--- src/rtl/display_scan_controller_if.sv ---
// Load handshake bundle: a producer offers a 16-bit display value and the scan
// controller takes it when both load_valid and load_ready are high on a rising edge.
interface display_scan_controller_if;
   logic        load_valid;
   logic [15:0] load_data;
   logic        load_ready;

   modport master (output load_valid, output load_data, input load_ready);
   modport slave  (input load_valid, input load_data, output load_ready);
endinterface

--- src/rtl/display_scan_controller.sv ---
// 4-digit multiplexed 7-segment scanner: 16 phases of PRESCALE clocks per frame, digit k lit only in phase 4k+2.
// Outputs registered one clk after phase entry; one-deep load buffer holds load_ready low until the frame wraps.
module display_scan_controller #(
   parameter int unsigned PRESCALE = 16
) (
   input  logic                          clk,
   input  logic                          reset_n,
   input  logic                          en,
   input  logic [3:0]                    blank,
   display_scan_controller_if.slave      load,
   output logic                          an0,
   output logic                          an1,
   output logic                          an2,
   output logic                          an3,
   output logic [6:0]                    seg,
   output logic                          frame_done
);

   localparam logic [15:0] LAST = 16'(PRESCALE - 1);

   logic [15:0] prescaler;
   logic [3:0]  phase;
   logic [15:0] active_val;
   logic [15:0] pending_val;
   logic        ready_q;
   logic [3:0]  an_q;
   logic [6:0]  seg_q;
   logic        frame_done_q;

   logic        tick;
   logic        wrap;
   logic        accept;
   logic [1:0]  digit;
   logic [3:0]  nibble;
   logic [6:0]  glyph;
   logic [3:0]  an_nxt;

   always_comb begin
      tick   = en && (prescaler == LAST);
      wrap   = tick && (phase == 4'hF);
      accept = load.load_valid && ready_q;
      digit  = phase[3:2];
      nibble = 4'h0;
      case (digit)
         2'd0:    nibble = active_val[3:0];
         2'd1:    nibble = active_val[7:4];
         2'd2:    nibble = active_val[11:8];
         default: nibble = active_val[15:12];
      endcase
   end

   // Active-low glyphs, bit order {g,f,e,d,c,b,a}
   always_comb begin
      glyph = 7'b1111111;
      case (nibble)
         4'h0: glyph = 7'b1000000;
         4'h1: glyph = 7'b1111001;
         4'h2: glyph = 7'b0100100;
         4'h3: glyph = 7'b0110000;
         4'h4: glyph = 7'b0011001;
         4'h5: glyph = 7'b0010010;
         4'h6: glyph = 7'b0000010;
         4'h7: glyph = 7'b1111000;
         4'h8: glyph = 7'b0000000;
         4'h9: glyph = 7'b0010000;
         4'hA: glyph = 7'b0001000;
         4'hB: glyph = 7'b0000011;
         4'hC: glyph = 7'b1000110;
         4'hD: glyph = 7'b0100001;
         4'hE: glyph = 7'b0000110;
         4'hF: glyph = 7'b0001110;
         default: glyph = 7'b1111111;
      endcase
   end

   // Only the middle of each 4-phase digit slot lights the anode; the rest are ghosting guards.
   always_comb begin
      an_nxt = 4'hF;
      if (phase[1:0] == 2'd2 && !blank[digit]) begin
         an_nxt[digit] = 1'b0;
      end
   end

   always_ff @(posedge clk or negedge reset_n) begin
      if (!reset_n) begin
         prescaler    <= 16'h0000;
         phase        <= 4'h0;
         active_val   <= 16'h0000;
         pending_val  <= 16'h0000;
         ready_q      <= 1'b1;
         an_q         <= 4'hF;
         seg_q        <= 7'b1111111;
         frame_done_q <= 1'b0;
      end else begin
         if (tick) begin
            prescaler <= 16'h0000;
            phase     <= phase + 4'd1;
         end else if (en) begin
            prescaler <= prescaler + 16'd1;
         end

         // ready_q low means pending_val holds an unapplied value.
         if (wrap && !ready_q) begin
            active_val <= pending_val;
         end
         if (accept) begin
            pending_val <= load.load_data;
            ready_q     <= 1'b0;
         end else if (wrap) begin
            ready_q     <= 1'b1;
         end

         frame_done_q <= wrap;

         if (en) begin
            an_q  <= an_nxt;
            seg_q <= glyph;
         end else begin
            an_q  <= 4'hF;
            seg_q <= 7'b1111111;
         end
      end
   end

   assign load.load_ready = ready_q;
   assign an0             = an_q[0];
   assign an1             = an_q[1];
   assign an2             = an_q[2];
   assign an3             = an_q[3];
   assign seg             = seg_q;
   assign frame_done      = frame_done_q;

endmodule
--- src/flat_wrapper.sv ---
// flat-port wrapper written by rule: the top's interface ports become plain ports
module display_scan_controller_flat 
#(
   parameter int unsigned PRESCALE = 16
)
  (clk, reset_n, en, blank, an0, an1, an2, an3, seg, frame_done, load_load_valid, load_load_data, load_load_ready);
  display_scan_controller_if load_i ();
  input  logic clk;
  input  logic reset_n;
  input  logic en;
  input  logic [3:0] blank;
  output logic an0;
  output logic an1;
  output logic an2;
  output logic an3;
  output logic [6:0] seg;
  output logic frame_done;
  input wire logic [$bits(load_i.load_valid)-1:0] load_load_valid;
  input wire logic [$bits(load_i.load_data)-1:0] load_load_data;
  output wire logic [$bits(load_i.load_ready)-1:0] load_load_ready;
  assign load_i.load_valid = load_load_valid;
  assign load_i.load_data = load_load_data;
  assign load_load_ready = load_i.load_ready;
  display_scan_controller #(.PRESCALE(PRESCALE)) u_core (.clk(clk), .reset_n(reset_n), .en(en), .blank(blank), .load(load_i), .an0(an0), .an1(an1), .an2(an2), .an3(an3), .seg(seg), .frame_done(frame_done));
endmodule
--- config.mk ---
export PLATFORM = sky130hd
export DESIGN_NAME = display_scan_controller_flat
export DESIGN_NICKNAME = d
export VERILOG_FILES = /design/src/rtl/display_scan_controller_if.sv /design/src/rtl/display_scan_controller.sv /design/src/flat_wrapper.sv
export SDC_FILE = /design/constraint.sdc
export NUM_CORES = 1
export LEC_CHECK = 0
export CORE_MARGIN = 5
export CORE_UTILIZATION = 30
export CTS_CLUSTER_SIZE = 30
export DETAILED_ROUTE_END_ITERATION = 8
export PLACE_DENSITY = 0.56
export SLEW_MARGIN = 20
export SYNTH_ARGS = -nofsm -noshare
export SYNTH_HDL_FRONTEND = slang
export SYNTH_SLANG_ARGS = --single-unit
--- constraint.sdc ---
create_clock -name clk -period 4.4 [get_ports clk]
set_clock_uncertainty 0.1 [all_clocks]
set_input_delay 0.88 -clock clk [delete_from_list [all_inputs] [get_ports clk]]
set_output_delay 0.88 -clock clk [all_outputs]
set_load 0.05 [all_outputs]
==> results.sh <==
export IMPL_utilization_pct=37.9
export IMPL_layout_common_cells="dfrtp_1, clkdlybuf4s50_1, mux2_2, nand2_1, nor2_1"
export IMPL_finalHoldViolations=0
export IMPL_drc=0
export IMPL_end_kind="flop"
export IMPL_rsz0062_at_grt="false"
export IMPL_postRouteAntennaNets=0
export IMPL_grt_first_pass_wirelength_um=9110
export IMPL_synth_seq_area_share_pct=55.9
export IMPL_fin_crit_ns=2.95
export IMPL_start_kind="input pin"
export IMPL_finalSetupViolCount=0
export IMPL_postSynthAreaPerCell_um2=13.2
export IMPL_final_common_cell="dfrtp_1"
export IMPL_dr_wl_met2_um=2420
export IMPL_r2r_slack_ns=1.89
export IMPL_cp_data_arrival_time_ns=3.07
export IMPL_hpwl_um=3760
export IMPL_core_area_mm2=0.00968
export IMPL_clk_pin_slew_worst_paths_ns=0.08
export IMPL_p_per_area_mw_per_mm2=383
export IMPL_areaGrowthSynthToFinish_pct=25.0
export IMPL_worstSetupPathType="input pin to flop"
export IMPL_synth_area_mm2=0.00294
export IMPL_initial_core_util_pct=30.3
export IMPL_maxCapViolCount=0
export IMPL_vias_per_cell=4.47
export IMPL_synth_top_family_by_area="multiplexers"
export IMPL_place_port_buffers=36
export IMPL_max_vdd_ir_drop_uv=181
export IMPL_multi_input_area_mm2=0.00120
export IMPL_fmax_ghz=0.339
export IMPL_maxSlewHeadroom_pct=53.2
export IMPL_overflow=0
export IMPL_synth_xor_area_share_pct=4.47
export IMPL_fp_row_count=36
export IMPL_drv_slew=0
export IMPL_top_layer="met4"
export IMPL_postCtsSetupRepairBufs=0
export IMPL_crit_fanout=17
export IMPL_rr_endpoint="u_core.active_val[1]"
export IMPL_synth_compound_area_share_pct=3.07
export IMPL_cts_resized=0
export IMPL_ctsHoldBuffers=0
export IMPL_first_pass_iters=4
export IMPL_worst_r2r_cell_count=6
export IMPL_ys_warn_count=0
export IMPL_crit_buf_inv=4
export IMPL_antenna_found_initial=0
export IMPL_grtUsageTotal_pct=10.1
export IMPL_synth_fa_ha_area_share_pct=3.83
export IMPL_critPathTopFamily="buffers and inverters"
export IMPL_crit_chain="clkdlybuf4s50_1 -> buf_4 -> nand4_1 -> nor4_1 -> buf_4 -> and4bb_1 -> buf_4 -> mux2_1"
export IMPL_diodes=0
export IMPL_status="finished, final reports clean"
export IMPL_synth_flop_cell="dfrtp_1"
export IMPL_h_tree_depth=3
export IMPL_die_area_mm2=0.0119
export IMPL_tightestPinTransition_ns=0.701
export IMPL_drtIter0Drc=46
export IMPL_wire_per_inst_um=13.2
export IMPL_crit_reg2reg_launch="u_core.prescaler[12]"
export IMPL_n_fill_cell=944
export IMPL_route_met3_wl_um=292
export IMPL_crit_path_end="u_core.active_val[1]"
export IMPL_crit_cells=8
export IMPL_ys_types=36
export IMPL_cp_slowest_stage_delay_ns=0.46
export IMPL_io_pins=37
export IMPL_ys_ff_latch=65
export IMPL_drive_above_1_share_pct=25.3
export IMPL_cp_required_ns=4.52
export IMPL_numCtsBuffers=9
export IMPL_cts_buffer_depth=2
export IMPL_clock_sinks=65
export IMPL_leakage_nw=1.65
export IMPL_first_global_vias=1916
export IMPL_synth_edff_count=0
export IMPL_wl_met1_um=2510
export IMPL_setup_tns_ns=0
export IMPL_fp_dieH_um=109
export IMPL_worstSetupStartpoint="en"
export IMPL_muxShareOfSynthArea_pct=19.4
export IMPL_crit_top_cell="buf_4"
export IMPL_netlist_instances=223
export IMPL_min_delay_path_depth=1
export IMPL_grt_max_degree=38
export IMPL_root_buffer="clkbuf_8"
export IMPL_fin_crit_sh_pct=67.1
export IMPL_fin_nets=297
export IMPL_slowest_stage="clkdlybuf4s50_1"
export IMPL_synthSimpleGateAreaFrac_pct=10.0
export IMPL_cts_tree="done"
export IMPL_gp_congestion=0.758
export IMPL_die_x_um=109
export IMPL_vias=1797
export IMPL_seq_area_mm2=0.00164
export IMPL_synthesis_nets=256
export IMPL_hold_class="flop to flop"
export IMPL_wl_um=5310
export IMPL_ys_async_sr_fraction_pct=100
export IMPL_clock_latency_ns=0.34
-- stage by stage --
step	setup WS [ns]	hold WS (ns)	instances	cell area [µm²]	total power, W
3_5_place_dp	1.08	0.355	386	3430	0.000800
3_3_place_gp	1.14	0.357	386	3430	0.000798
6_report	1.45	0.379	402	3670	0.00141
4_1_cts	1.45	0.379	402	3670	0.00143
5_1_grt	1.34	0.408	402	3670	0.00147
2_1_floorplan	1.83	0.333	223	2940	0.000741
-- synthesized netlist by cell type (2+ instances only) --
library cell  instances  share of area (%)
nand3_1               6                1.0
a21o_1                2               0.51
nor4_1                3               0.64
or3_1                 2               0.43
dfrtp_1              53                 45
mux4_2                4                3.1
clkbuf_1              6               0.77
or4_1                 5                1.3
o211ai_1              4                1.0
xnor2_1               7                2.1
dfstp_2              12                 11
nor2_1               13                1.7
xor2_1                8                2.4
mux2_1                7                2.7
mux2i_1               3                1.0
o311ai_1              2               0.60
nor3_1                2               0.34
nand2_1              16                2.0
ha_1                  9                3.8
mux2_4                9                4.6
inv_1                10                1.3
mux2_2               21                8.0
buf_2                 2               0.34
nand4_1               5                1.1
-- flip-flops by register name, indices dropped and copies added, names as in the netlist --
name / count
u_core.active_val: 16
u_core.an_q: 4
u_core.frame_done: 1
u_core.load.load_ready: 1
u_core.pending_val: 16
u_core.phase: 4
u_core.prescaler: 16
u_core.seg: 7
-- worst register-to-register path: cells and delay by family, from the launching register on --
| kind | cells | cell delay [ns] |
|---|---|---|
| mux | 1 | 0.36 |
| buf+inv | 2 | 0.51 |
| flops | 1 | 0.40 |
| simple gates | 3 | 1.01 |
-- where the power goes --
part	switching [W]	total, W	internal (W)
clock	0.000238	0.000618	0.000379
combinational	0.0000592	0.000117	0.0000577
sequential	0.0000404	0.000672	0.000632
total	0.000338	0.00141	0.00107
-- how the worst min path moves through the flow --
stage | endpoint | startpoint | slack (ns)
after floorplan | u_core.prescaler[15] | u_core.prescaler[15] | 0.33
final | u_core.prescaler[15] | u_core.prescaler[15] | 0.38
after global routing | u_core.active_val[4] | u_core.active_val[4] | 0.41
after detailed placement | u_core.prescaler[15] | u_core.prescaler[15] | 0.36
after global placement | u_core.prescaler[15] | u_core.prescaler[15] | 0.36
after CTS | u_core.prescaler[15] | u_core.prescaler[15] | 0.38
-- metal layers --
metal | up-vias | global-route usage [%]
li1 | 865 | -
met1 | 886 | 12.5
met2 | 38 | 15.3
met3 | 8 | 3.26
met4 | 0 | 5.95
met5 | - | 0
-- cell families (layout without fill, tap and decap cells) --
kind of cell               count (synthesis)  count (layout)
and+or+nand+nor                           57              57
muxes                                     44              44
DFF                                       65              65
adders and majority gates                  9               9
AOI/OAI and AO/OA                         13              13
buffers and inverters                     20              66
xor gates and xnor gates                  15              15
-- layout make-up --
| type | instances | share of cell area (%) |
|---|---|---|
| timing repair buffer | 40 | 10.5 |
| clock inverter | 6 | 3.13 |
| multi-input combinational | 138 | 32.6 |
| sequential | 65 | 44.7 |
| inverter | 10 | 1.02 |
| tap | 133 | 4.53 |
| clock buffer | 10 | 3.48 |
No activity file was read; power rests on OpenSTA's default activity.
==> edit 1, RTL diff (same flow settings) <==
Register the output `seg` once more, with the module's reset; this adds one clock of latency there. The other outputs are not delayed to match.
--- a/src/rtl/display_scan_controller.sv
+++ b/src/rtl/display_scan_controller.sv
@@ -127,7 +127,13 @@
    assign an1             = an_q[1];
    assign an2             = an_q[2];
    assign an3             = an_q[3];
-   assign seg             = seg_q;
+   always_ff @(posedge clk or negedge reset_n) begin
+      if (!reset_n) begin
+         seg <= '0;
+      end else begin
+         seg <= seg_q;
+      end
+   end
    assign frame_done      = frame_done_q;
 
 endmodule
Behaviour: not the same (a bounded check fails within 4 cycles, from zero or initial values and one cycle with reset_n low).
==> edit 1 against the original RTL <==
  * Wire length rose by 0.32%
  * Die area rose by 3.3%
  * Final area rose by 1.3%
  * Power rose by 0.56%
  * Sequential cell count rose by 7
  * Hold slack got worse by 0.092 ns
  * Worst setup slack got worse by 0.066 ns
  * Synthesized area rose by 3.6%
==> edit 1: results (changes against the original RTL) <==
| Metric | Value |
|---|---|
| Outcome | complete, no violations |
| Synth Area in XOR/XNOR | 4.89% (+0.42 points) |
| Cts bufs inserted | 9 (unchanged) |
| Routed via count | 1743 (-3.0%) |
| Multiplexer share of the synthesized area | 17.6% (-1.9 points) |
| Largest net degree at the start of global routing | 51 (+34%) |
| Reg2reg setup slack | 2.04 ns (+0.15 ns) |
| First-pass GRT wire length | 9220 um (+1.1%) |
| P_clk | 464 uW (-25%) |
| Met3 wire length | 223 um (-24%) |
| Final-stage net count | 292 (-1.7%) |
| Layout cell share with drive strength beyond 1 | 23.9% (-1.4 points) |
| Sequential area share after synthesis | 59.7% (+3.8 points) |
| Leakage | 1.64 nW (-0.74%) |
| Setup WS pre-CTS | 1.02 ns (-0.0588 ns) |
| Dpl cells | 381 (-1.3%) |
| Largest registers | u_core.active_val: 16 flops, u_core.pending_val: 16 flops, u_core.prescaler: 16 flops |
| Internal power | 1.01 mW (-5.1%) |
| Synth Area in Compound Gates | 2.47% (-0.60 points) |
| Synth Area in Adders | 3.70% (-0.13 points) |
| Hold Crit Start | u_core.seg_q[0]$_DFF_PN1_ |
| Routed wire length on met2 | 2390 um (-1.4%) |
| Syn_nets | 251 (-2.0%) |
| VDD IR max | 0.000119 V (-34%) |
| NetSw | 400 uW (+18%) |
| Clk buf depth | 2 (unchanged) |
| Final hold slack | 0.287 ns (-0.0919 ns) |
| Drt initial violations | 63 (+37%) |
| Routability cong. | 0.776 (+2.3%) |
| Wire per inst | 13.4 um (+1.6%) |
| Total track usage | 9.53% (-0.53 points) |
| Met1 wire length | 2600 um (+3.8%) |
| Top post-synthesis cells by area | dfrtp_1 49%, dfstp_2 10%, mux2_2 9.2% |
| Hold Path Depth | 0 (-1) |
| DRT Wirelength | 5330 um (+0.32%) |
| Post-synth top cells | 60 x dfrtp_1, 25 x mux2_2, 14 x nand2_1, 14 x xnor2_1, 12 x dfstp_2 |
| Post-DP Area | 0.00354 sq mm (+3.3%) |
| Sink of the worst hold path | u_core.seg[0]$_DFF_PN0_ |
| Slew @ Worst Pin | 0.678 ns (-0.0223 ns) |
| Worst r2r src | u_core.prescaler[0]$_DFFE_PN0P_ |
| Worst r2r dst | u_core.active_val[4]$_DFFE_PN0P_ |
| Crit path DAT | 3.15 ns (+0.08 ns) |
| Logic pwr share | 12.2% (+3.9 points) |
| Cells after Synth | 218 (-2.2%) |
edit 1: cell types whose count changed after synthesis, moves of 3 or more:
cell	before	now
mux2_4	9	0
dfrtp_1	53	60
nor2_1	13	6
xnor2_1	7	14
xor2_1	8	3
and4_1	1	5
mux2_2	21	25
or4_1	5	1
and3_1	0	3
mux2_1	7	10
edit 1: per-layer routing:
metal | global-route usage [%] | vias to the layer above
met4 | 3.94 | 0
met5 | 0 | -
met2 | 13.8 | 37
met3 | 4.59 | 10
met1 | 12.2 | 850
li1 | - | 846
edit 1: how the worst max path moves through the flow:
stage / from / endpoint / slack [ns] / depth (start not counted)
2_1_floorplan: en / u_core.active_val[10]$_DFFE_PN0P_ / 2.04 / 5
3_3_place_gp: en / u_core.active_val[0]$_DFFE_PN0P_ / 1.07 / 7
3_5_place_dp: en / u_core.active_val[2]$_DFFE_PN0P_ / 1.02 / 7
4_1_cts: en / u_core.active_val[4]$_DFFE_PN0P_ / 1.39 / 7
5_1_grt: en / u_core.active_val[3]$_DFFE_PN0P_ / 1.30 / 7
6_report: en / u_core.active_val[4]$_DFFE_PN0P_ / 1.38 / 7
edit 1: kinds of logic (layout without fill, tap and decap cells):
| family | Yosys count | count (layout) |
|---|---|---|
| flip-flops | 72 | 72 |
| AND/OR/NAND/NOR | 49 | 49 |
| multiplexers | 44 | 44 |
| XOR/XNOR | 17 | 17 |
| buffers and inverters | 17 | 63 |
| AO/OA/AOI/OAI | 10 | 10 |
| adder cells (fa/ha/maj) | 9 | 9 |
edit 1: layout make-up:
cell class                 instances  area, sq um
clock buffer                       9          124
inverter                           8         30.0
fill                             990         6100
sequential                        72         1820
timing repair buffer              39          378
multi-input combinational        129         1150
tap                              133          166
clock inverter                     7         53.8
==> edit 2, RTL diff (same flow settings) <==
Made on the original files. `PRESCALE` is set to 16 in 2 places; all go to 12. Comments in the files are not updated.
--- a/src/rtl/display_scan_controller.sv
+++ b/src/rtl/display_scan_controller.sv
@@ -1,7 +1,7 @@
 // 4-digit multiplexed 7-segment scanner: 16 phases of PRESCALE clocks per frame, digit k lit only in phase 4k+2.
 // Outputs registered one clk after phase entry; one-deep load buffer holds load_ready low until the frame wraps.
 module display_scan_controller #(
-   parameter int unsigned PRESCALE = 16
+   parameter int unsigned PRESCALE = 12
 ) (
    input  logic                          clk,
    input  logic                          reset_n,
--- a/src/flat_wrapper.sv
+++ b/src/flat_wrapper.sv
@@ -1,7 +1,7 @@
 // flat-port wrapper written by rule: the top's interface ports become plain ports
 module display_scan_controller_flat 
 #(
-   parameter int unsigned PRESCALE = 16
+   parameter int unsigned PRESCALE = 12
 )
   (clk, reset_n, en, blank, an0, an1, an2, an3, seg, frame_done, load_load_valid, load_load_data, load_load_ready);
   display_scan_controller_if load_i ();
Formal check against the unedited RTL: same outputs for any inputs over 10 cycles, from zero or initial values and one cycle with reset_n low; that may be too few to reach the edited logic, so the function may still have changed.
==> edit 2 against the original RTL <==
  * Core utilization rose by 0.36 points
  * Hold slack worse by 0.0068 ns
  * Synthesized area shrank 0.47%
  * Non-clock buffer count fell by 1
  * Wire length is 2.6% higher
  * Final area rose by 0.48%
  * Largest cell class unchanged
  * Worst setup slack got worse by 0.015 ns
  * Sequential cell count is the same
  * Power is 11% higher
  * Critical path type unchanged
  * Critical endpoint is now u_core.active_val[2]$_DFFE_PN0P_
==> edit 2: results (changes against the original RTL) <==
| Metric | Value |
|---|---|
| Met1 usage | 13.4% (+0.91 points) |
| Total track usage | 10.0% (-0.055 points) |
| DRT Wirelength | 5450 um (+2.6%) |
| Dpl cells | 387 (+0.26%) |
| Buffers on Ports | 36 (unchanged) |
| Vias in the first global route | 1843 (-3.8%) |
| GRT met2 Usage | 14.6% (-0.70 points) |
| Routed wire length on met2 | 2490 um (+2.7%) |
| Yosys cell types | 37 (+2.8%) |
| Wire per inst | 13.5 um (+2.3%) |
| Post-Synthesis Mean Instance Area | 13.0 sq um (-1.4%) |
| Worst r2r dst | u_core.active_val[2]$_DFFE_PN0P_ |
| Crit path DAT | 3.09 ns (+0.02 ns) |
| Routability cong. | 0.765 (+0.88%) |
| HPWL after DPL | 3860 um (+2.6%) |
| Setup WS pre-CTS | 1.08 ns (-0.000310 ns) |
| Layout cell share with drive strength beyond 1 | 27.8% (+2.5 points) |
| Drt initial violations | 35 (-24%) |
| VDD IR max | 0.000199 V (+10%) |
| PnR worst setup slack | 1.43 ns (-0.0153 ns) |
| Outcome | complete, no violations |
| Syn_nets | 258 (+0.78%) |
| Sequential area share after synthesis | 56.1% (+0.26 points) |
| Slew @ Worst Pin | 0.651 ns (-0.0493 ns) |
| Final-stage net count | 298 (+0.34%) |
| Worst r2r src | u_core.prescaler[0]$_DFFE_PN0P_ |
| Leakage | 1.66 nW (+0.67%) |
| Fill count | 951 (+0.74%) |
| Post-synth top cells | 53 x dfrtp_1, 35 x mux2_2, 16 x nand2_1, 12 x dfstp_2, 11 x xor2_1 |
| Met3 usage | 3.02% (-0.24 points) |
| First-pass GRT wire length | 8980 um (-1.4%) |
| Critical path peak fanout | 18 (+1) |
| Top post-synthesis cells by area | dfrtp_1 45%, mux2_2 13%, dfstp_2 11% |
| Post-DP Area | 0.00341 sq mm (-0.44%) |
## edit 2: cell families (layout without fill, tap and decap cells)
group / Yosys count / in the layout / synth area share (%)
flops: 65 / 65 / 56.1
simple gates: 61 / 61 / 11.5
mux: 41 / 41 / 17.2
xor+xnor: 17 / 17 / 5.09
buf+inv: 17 / 62 / 2.74
compound gates: 15 / 15 / 3.42
fa+ha+maj: 9 / 9 / 3.85
## edit 2: final cells by class
cell class | instances | area (sq um) | area share [%]
clock buffers | 10 | 138 | 3.73
inverters | 7 | 26.3 | 0.712
well taps | 133 | 166 | 4.51
flip-flops and latches | 65 | 1640 | 44.5
multi-input cells | 143 | 1200 | 32.6
clock inverters | 6 | 138 | 3.73
repair buffers | 39 | 378 | 10.2
## edit 2: where the power goes
group          leakage, nW  internal [mW]  switching (mW)
combinational        0.673         0.0776          0.0866
clock                0.137          0.452           0.242
sequential           0.853          0.638          0.0619
